## src/rtl/pipeline_ctrl.sv

```systemverilog
// Hazard and sequencing controller for the 5-stage core.
// It tracks registers with writes still in flight, so that RAW and WAW hazards stall decode.
// It freezes the whole pipe while memory is busy, and it flushes the front end on taken branches.
// It also keeps saturating statistics of stall cycles.
//
// Memory handshake: mem_req_i is asserted while the mem stage holds a load or store.
// The access completes in the cycle where mem_req_i && mem_ready_i are both high.
// A request without ready freezes the pipe from that same cycle until the completion cycle.
// The freeze covers the completion cycle as well.
module pipeline_ctrl #(
  parameter int NUM_REGS    = 32,
  parameter int MEM_TIMEOUT = 64,
  parameter int CNT_W       = 16
) (
  input  logic             clk_i,
  input  logic             rstn_i,
  input  logic             id_valid_i,
  input  logic [4:0]       id_rs1_addr_i,
  input  logic             id_rs1_used_i,
  input  logic [4:0]       id_rs2_addr_i,
  input  logic             id_rs2_used_i,
  input  logic [4:0]       id_rd_addr_i,
  input  logic             id_we_i,
  input  logic             ex_branch_taken_i,
  input  logic             mem_req_i,
  input  logic             mem_ready_i,
  input  logic             wb_we_i,
  input  logic [4:0]       wb_rd_addr_i,
  output logic             stall_if_o,
  output logic             stall_id_o,
  output logic             freeze_o,
  output logic             flush_if_o,
  output logic             flush_id_o,
  output logic             issue_o,
  output logic             mem_err_o,
  output logic [CNT_W-1:0] hazard_cnt_o,
  output logic [CNT_W-1:0] memwait_cnt_o,
  output logic [1:0]       state_o
);

  typedef enum logic [1:0] {
    S_RUN      = 2'd0,
    S_MEM_WAIT = 2'd1,
    S_ERROR    = 2'd2
  } state_e;

  localparam int TMO_W = (MEM_TIMEOUT > 1) ? $clog2(MEM_TIMEOUT) : 1;
  localparam logic [TMO_W-1:0] TMO_LAST = TMO_W'(MEM_TIMEOUT - 1);

  state_e               state_q, state_d;
  logic [TMO_W-1:0]     tmo_q, tmo_d;
  logic                 br_hold_q, br_hold_d;
  logic [NUM_REGS-1:1]  pending_q, pending_d;
  logic [CNT_W-1:0]     hazard_cnt_q, memwait_cnt_q;

  logic rs1_pend, rs2_pend, rd_pend, hazard;
  logic hz_inc, mw_inc;
  logic stall_if_c, stall_id_c, freeze_c, flush_if_c, flush_id_c, issue_c, mem_err_c;

  // Look up the pending bit of each decode operand; x0 is never tracked
  always_comb begin
    rs1_pend = 1'b0;
    rs2_pend = 1'b0;
    rd_pend  = 1'b0;
    for (int i = 1; i < NUM_REGS; i++) begin
      if (id_rs1_addr_i == 5'(i)) rs1_pend = pending_q[i];
      if (id_rs2_addr_i == 5'(i)) rs2_pend = pending_q[i];
      if (id_rd_addr_i  == 5'(i)) rd_pend  = pending_q[i];
    end
    hazard = id_valid_i && ((id_rs1_used_i && rs1_pend) ||
                            (id_rs2_used_i && rs2_pend) ||
                            (id_we_i && rd_pend));
  end

  // Next-state and control outputs of the sequencing FSM
  always_comb begin
    state_d    = state_q;
    tmo_d      = tmo_q;
    br_hold_d  = br_hold_q;
    stall_if_c = 1'b0;
    stall_id_c = 1'b0;
    freeze_c   = 1'b0;
    flush_if_c = 1'b0;
    flush_id_c = 1'b0;
    issue_c    = 1'b0;
    mem_err_c  = 1'b0;
    hz_inc     = 1'b0;
    mw_inc     = 1'b0;
    unique case (state_q)
      S_RUN: begin
        tmo_d = '0;
        if (mem_req_i && !mem_ready_i) begin
          // Freeze starts in the request cycle; any branch waits for RUN
          state_d    = S_MEM_WAIT;
          freeze_c   = 1'b1;
          stall_if_c = 1'b1;
          stall_id_c = 1'b1;
        end else begin
          br_hold_d = 1'b0;
          if (ex_branch_taken_i || br_hold_q) begin
            flush_if_c = 1'b1;
            flush_id_c = 1'b1;
          end else if (hazard) begin
            stall_if_c = 1'b1;
            stall_id_c = 1'b1;
            hz_inc     = 1'b1;
          end else begin
            issue_c = id_valid_i;
          end
        end
      end
      S_MEM_WAIT: begin
        freeze_c   = 1'b1;
        stall_if_c = 1'b1;
        stall_id_c = 1'b1;
        mw_inc     = 1'b1;
        if (ex_branch_taken_i) br_hold_d = 1'b1;
        if (mem_ready_i) begin
          state_d = S_RUN;
          tmo_d   = '0;
        end else if (tmo_q == TMO_LAST) begin
          state_d = S_ERROR;
        end else begin
          tmo_d = tmo_q + 1'b1;
        end
      end
      S_ERROR: begin
        freeze_c   = 1'b1;
        stall_if_c = 1'b1;
        stall_id_c = 1'b1;
        mem_err_c  = 1'b1;
      end
      default: begin
        state_d = S_RUN;
      end
    endcase
  end

  // Scoreboard update: a commit clears, an issue sets, and a set wins over a same-cycle clear
  always_comb begin
    pending_d = pending_q;
    for (int i = 1; i < NUM_REGS; i++) begin
      if (wb_we_i && wb_rd_addr_i == 5'(i)) pending_d[i] = 1'b0;
      if (issue_c && id_we_i && id_rd_addr_i == 5'(i)) pending_d[i] = 1'b1;
    end
  end

  // State, timeout, held-branch and scoreboard registers
  always_ff @(posedge clk_i or negedge rstn_i) begin
    if (!rstn_i) begin
      state_q   <= S_RUN;
      tmo_q     <= '0;
      br_hold_q <= 1'b0;
      pending_q <= '0;
    end else begin
      state_q   <= state_d;
      tmo_q     <= tmo_d;
      br_hold_q <= br_hold_d;
      pending_q <= pending_d;
    end
  end

  // Saturating stall statistics
  always_ff @(posedge clk_i or negedge rstn_i) begin
    if (!rstn_i) begin
      hazard_cnt_q  <= '0;
      memwait_cnt_q <= '0;
    end else begin
      if (hz_inc && hazard_cnt_q != '1)  hazard_cnt_q  <= hazard_cnt_q + 1'b1;
      if (mw_inc && memwait_cnt_q != '1) memwait_cnt_q <= memwait_cnt_q + 1'b1;
    end
  end

  // Controls are forced low while reset is asserted
  assign stall_if_o    = rstn_i & stall_if_c;
  assign stall_id_o    = rstn_i & stall_id_c;
  assign freeze_o      = rstn_i & freeze_c;
  assign flush_if_o    = rstn_i & flush_if_c;
  assign flush_id_o    = rstn_i & flush_id_c;
  assign issue_o       = rstn_i & issue_c;
  assign mem_err_o     = rstn_i & mem_err_c;
  assign hazard_cnt_o  = hazard_cnt_q;
  assign memwait_cnt_o = memwait_cnt_q;
  assign state_o       = state_q;

endmodule
```

## config.mk

```make
export PLATFORM = sky130hd
export DESIGN_NAME = pipeline_ctrl
export DESIGN_NICKNAME = d
export VERILOG_FILES = /design/src/rtl/pipeline_ctrl.sv
export SDC_FILE = /design/constraint.sdc
export NUM_CORES = 1
export LEC_CHECK = 0
export CORE_ASPECT_RATIO = 0.9
export CORE_MARGIN = 2
export CORE_UTILIZATION = 43
export CTS_BUF_LIST = sky130_fd_sc_hd__clkbuf_8 sky130_fd_sc_hd__clkbuf_16
export DETAILED_ROUTE_END_ITERATION = 8
export PLACE_DENSITY = 0.73
export SETUP_SLACK_MARGIN = 0.05
export SLEW_MARGIN = 20
export SYNTH_ARGS = -nofsm -noshare
export SYNTH_HDL_FRONTEND = slang
export SYNTH_SLANG_ARGS = --single-unit
```

## constraint.sdc

```tcl
create_clock -name clk_i -period 3.2 [get_ports clk_i]
set_input_delay 0.32 -clock clk_i [delete_from_list [all_inputs] [get_ports clk_i]]
set_output_delay 0.32 -clock clk_i [all_outputs]
set_load 0.03 [all_outputs]
```

==> flow_metrics.tcl <==
set metrics [dict create \
    postRouteAntennaNets 0 \
    busiest_layer "met2" \
    finish.net_count 670 \
    dieArea_um2 11900 \
    antenna_found_initial 0 \
    core_um2 10800 \
    worstSkewPairLatency_ns 0.33 \
    synth.yosys.seq_area_share 0.378 \
    total_power_mw 3.06 \
    global_route_wire_length_before_repair_mm 23.4 \
    min_period_ns 3.02 \
    timing.critical_path.slowest_cell_delay_ns 0.59 \
    synth_xor_xnor_area_share 0.0549 \
    floorplan.initialDensity 0.441 \
    gr-usage-met3 0.0513 \
    setup.worst_path.class "in -> out" \
    finalCritPeriodShare 0.944 \
    drtPass1Iterations 7 \
    r2r-start "pending_q[5]" \
    preCtsSetupSlack_ns -0.0715 \
    finalNonFillerCells 770 \
    power.static_leakage_nw 2.57 \
    endpoint_kind "output port" \
    ant_cells 0 \
    clock_sink_count 72 \
    flow.area_growth_from_synthesis_pct 28.0 \
    worst-r2r-cell-count 9 \
    drc 0 \
    gr-usage-all-layers 0.247 \
    synth-compound-area-share 0.215 \
    clock_skew_ns 0.00462 \
    gp_congestion 0.940 \
    outcome "finished, final reports clean" \
    post_synth_fa_ha_maj_area_fraction 0.0184 \
    synth-edff-count 0 \
    cts_root_buf "sky130_fd_sc_hd__clkbuf_16" \
    timing.max_cap.violations 0 \
    unrepaired_setup_endpoints_after_global_routing "false" \
    yosysWarningCount 0 \
    final_core_util 0.564 \
    cp.required_ns 2.88 \
    post_synth_and_or_nand_nor_area_fraction 0.231 \
    globalRouteOverflowTotal 0 \
    dp_hpwl_mm 10.8 \
    finalMaxSlewViolations 0 \
    buffers_from_clock_root_to_sink_at_most 2 \
    die_h_um 104 \
    endpoint_of_the_worst_slack_reg_to_reg_timing_path "hazard_cnt_o[11]" \
    port_buffers 70 \
    tightestPinTransition_ns 0.771 \
    dr_total_vias 4788 \
    met2_usage 0.364 \
    synth.lib_cells_used.distinct 69 \
    avgSynthCellArea_um2 8.84 \
    layout-drive-gt1-share 0.119 \
    boundaryPins 71 \
    clock_input_transition_at_the_sequential_cells_of_the_worst_setup_and_hold_paths_ns 0.05 \
    htree_num_levels 3 \
    worst_path_max_delay_cell "sky130_fd_sc_hd__clkdlybuf4s50_1" \
    synth-async-reset-ratio 1.00 \
    hold_class "in -> async" \
    timing.final.ws_setup_ns 0.180 \
    max_clock_freq_mhz 331 \
    detailedRoute.firstIterationViolations 499 \
    yosys_most_used_dff "sky130_fd_sc_hd__dfrtp_1" \
    clock_tree_from_tritoncts "done" \
    totalWireLength_mm 14.7 \
    routed_wire_length_per_instance_um 19.1 \
    viasPerCell 6.22 \
    floorplan.die.width_um 115 \
    worst_ep_arrival_time_ns 2.70 \
    tightest_slew_margin_relative_to_the_limit 0.482 \
    synthesis.nets 576 \
    timing.final.hold_violations 0 \
    critical_path_cell_by_cell "clkdlybuf4s50_1, nand2_1, o22ai_1, a2111oi_2, o21ai_1, a2111o_1, o2111a_2, and3_1, buf_4" \
    worst_case_hold_slack_ns 0.372 \
    cts_inserted_buffers 9 \
    grt_max_degree 39 \
    critical_path.max_fanout 9 \
    synth_mux_area_frac 0.0633 \
    synth.ff_latch_count 72 \
    setup_violations 0 \
    grt.met1_usage 0.353 \
    largest_family_of_logic_cells_by_synthesized_area "simple AND/OR/NAND/NOR gates" \
    grt_pass1_vias 4540 \
    critical_path_source_type "input pin" \
    floorplan.rows 36 \
    power_per_cell_area_nw_per_um2 502 \
    syn-cell-area_um2 4760 \
    dpl.cell_count 752 \
    ir_drop_uv 536 \
    r2r_setup_slack_ns 0.40 \
    number_of_instances_in_the_synthesized_netlist 539 \
]
-- critical path, delay by kind of cell --
| kind | cells | cell delay (ns) |
|---|---|---|
| buffers and inverters | 2 | 0.76 |
| AO/OA/AOI/OAI | 5 | 1.24 |
| AND/OR/NAND/NOR | 2 | 0.38 |
-- power by group --
group	switching, mW	total, mW	internal (mW)
logic	0.516	0.904	0.389
registers	0.164	1.19	1.02
clock network	0.359	0.972	0.612
-- cell usage in the layout (no fill, tap or decap), types with 4 or more instances in the layout --
cell | Yosys | layout
sky130_fd_sc_hd__a21oi_1 | 26 | 26
sky130_fd_sc_hd__mux4_2 | 4 | 4
sky130_fd_sc_hd__mux2_2 | 7 | 7
sky130_fd_sc_hd__and2_1 | 4 | 4
sky130_fd_sc_hd__nor3b_1 | 5 | 5
sky130_fd_sc_hd__nand2_1 | 41 | 41
sky130_fd_sc_hd__nor2_1 | 31 | 31
sky130_fd_sc_hd__ha_1 | 7 | 7
sky130_fd_sc_hd__o22ai_1 | 8 | 8
sky130_fd_sc_hd__nand4b_1 | 6 | 6
sky130_fd_sc_hd__inv_1 | 13 | 14
sky130_fd_sc_hd__and3_1 | 13 | 13
sky130_fd_sc_hd__nor2b_1 | 8 | 8
sky130_fd_sc_hd__dfrtp_1 | 72 | 72
sky130_fd_sc_hd__mux2i_1 | 11 | 11
sky130_fd_sc_hd__nand2b_1 | 18 | 18
sky130_fd_sc_hd__o211ai_1 | 5 | 5
sky130_fd_sc_hd__xor2_1 | 4 | 4
sky130_fd_sc_hd__clkbuf_16 | 0 | 10
sky130_fd_sc_hd__dlymetal6s2s_1 | 0 | 4
sky130_fd_sc_hd__nand3b_1 | 8 | 8
sky130_fd_sc_hd__clkdlybuf4s50_1 | 0 | 62
sky130_fd_sc_hd__nand4_1 | 12 | 12
sky130_fd_sc_hd__buf_4 | 5 | 36
sky130_fd_sc_hd__nand3_1 | 34 | 34
sky130_fd_sc_hd__xnor2_1 | 24 | 24
sky130_fd_sc_hd__o21ai_0 | 78 | 78
sky130_fd_sc_hd__nor3_1 | 9 | 9
sky130_fd_sc_hd__o31ai_1 | 6 | 6
-- Yosys cell counts (6+ instances only) --
master,count,share of area
sky130_fd_sc_hd__nand2_1,41,0.032
sky130_fd_sc_hd__o31ai_1,6,0.0095
sky130_fd_sc_hd__a21oi_1,26,0.027
sky130_fd_sc_hd__buf_2,10,0.011
sky130_fd_sc_hd__nand2b_1,18,0.024
sky130_fd_sc_hd__dfrtp_1,72,0.38
sky130_fd_sc_hd__xnor2_1,24,0.044
sky130_fd_sc_hd__nand3_1,34,0.036
sky130_fd_sc_hd__o22ai_1,8,0.011
sky130_fd_sc_hd__nand4_1,12,0.016
sky130_fd_sc_hd__and3_1,13,0.017
sky130_fd_sc_hd__nor2_1,31,0.024
sky130_fd_sc_hd__nor2b_1,8,0.011
sky130_fd_sc_hd__nand4b_1,6,0.011
sky130_fd_sc_hd__nand3b_1,8,0.013
sky130_fd_sc_hd__o21ai_0,78,0.082
sky130_fd_sc_hd__mux2_2,7,0.017
sky130_fd_sc_hd__inv_1,13,0.010
sky130_fd_sc_hd__mux2i_1,11,0.023
sky130_fd_sc_hd__nor3_1,9,0.0095
sky130_fd_sc_hd__ha_1,7,0.018
-- cell families (layout without fill, tap and decap cells) --
| logic type | Yosys count | after routing |
|---|---|---|
| flops | 72 | 72 |
| fa+ha+maj | 7 | 7 |
| simple gates | 204 | 204 |
| buf+inv | 37 | 135 |
| xor+xnor | 29 | 29 |
| compound gates | 166 | 166 |
| mux | 24 | 24 |
-- sequential cells by signal, indices dropped and copies added, names as in the netlist --
signal,flops
state_o,2
pending_q,31
hazard_cnt_o,16
tmo_q,6
br_hold_q,1
memwait_cnt_o,16
-- routing by layer --
layer	up-vias	part of all wire
li1	2182	-
met1	2310	0.44
met2	248	0.45
met3	48	0.077
met4	0	0.037
met5	-	0
-- worst max path at each step --
stage                     startpoint               end  cells past startpoint
floorplan            id_rd_addr_i[0]        stall_if_o                     10
global placement     id_rd_addr_i[1]  hazard_cnt_o[11]                     10
detailed placement   id_rd_addr_i[1]  hazard_cnt_o[14]                     10
CTS                  id_rd_addr_i[1]        stall_if_o                     10
global route        id_rs2_addr_i[0]           issue_o                      8
finish              id_rs1_addr_i[1]           issue_o                      9
-- cell type report --
type / count / area (um2)
inverters: 14 / 52.6
fillers: 973 / 4710
repair buffers: 106 / 1000
flip-flops and latches: 72 / 1800
well taps: 133 / 166
clock inverters: 5 / 48.8
clock buffers: 10 / 239
multi-input cells: 430 / 2790
-- stage by stage --
| stage | instance area, um2 | TNS, ns |
|---|---|---|
| after floorplan | 4760 | 0 |
| after global placement | 5750 | -0.292 |
| after detailed placement | 5750 | -0.247 |
| after CTS | 6050 | 0 |
| after global routing | 6100 | 0 |
| final | 6100 | 0 |
-- timing repair --
action	CTS	global route
hold buffers	1	0
pin swaps	0	3
resized for setup	1	5
gates cloned	0	1
buffers inserted	0	1
setup endpoints to repair	2	3
hold endpoints to repair	1	0
Note: power is estimated with default switching activity, not from simulation.
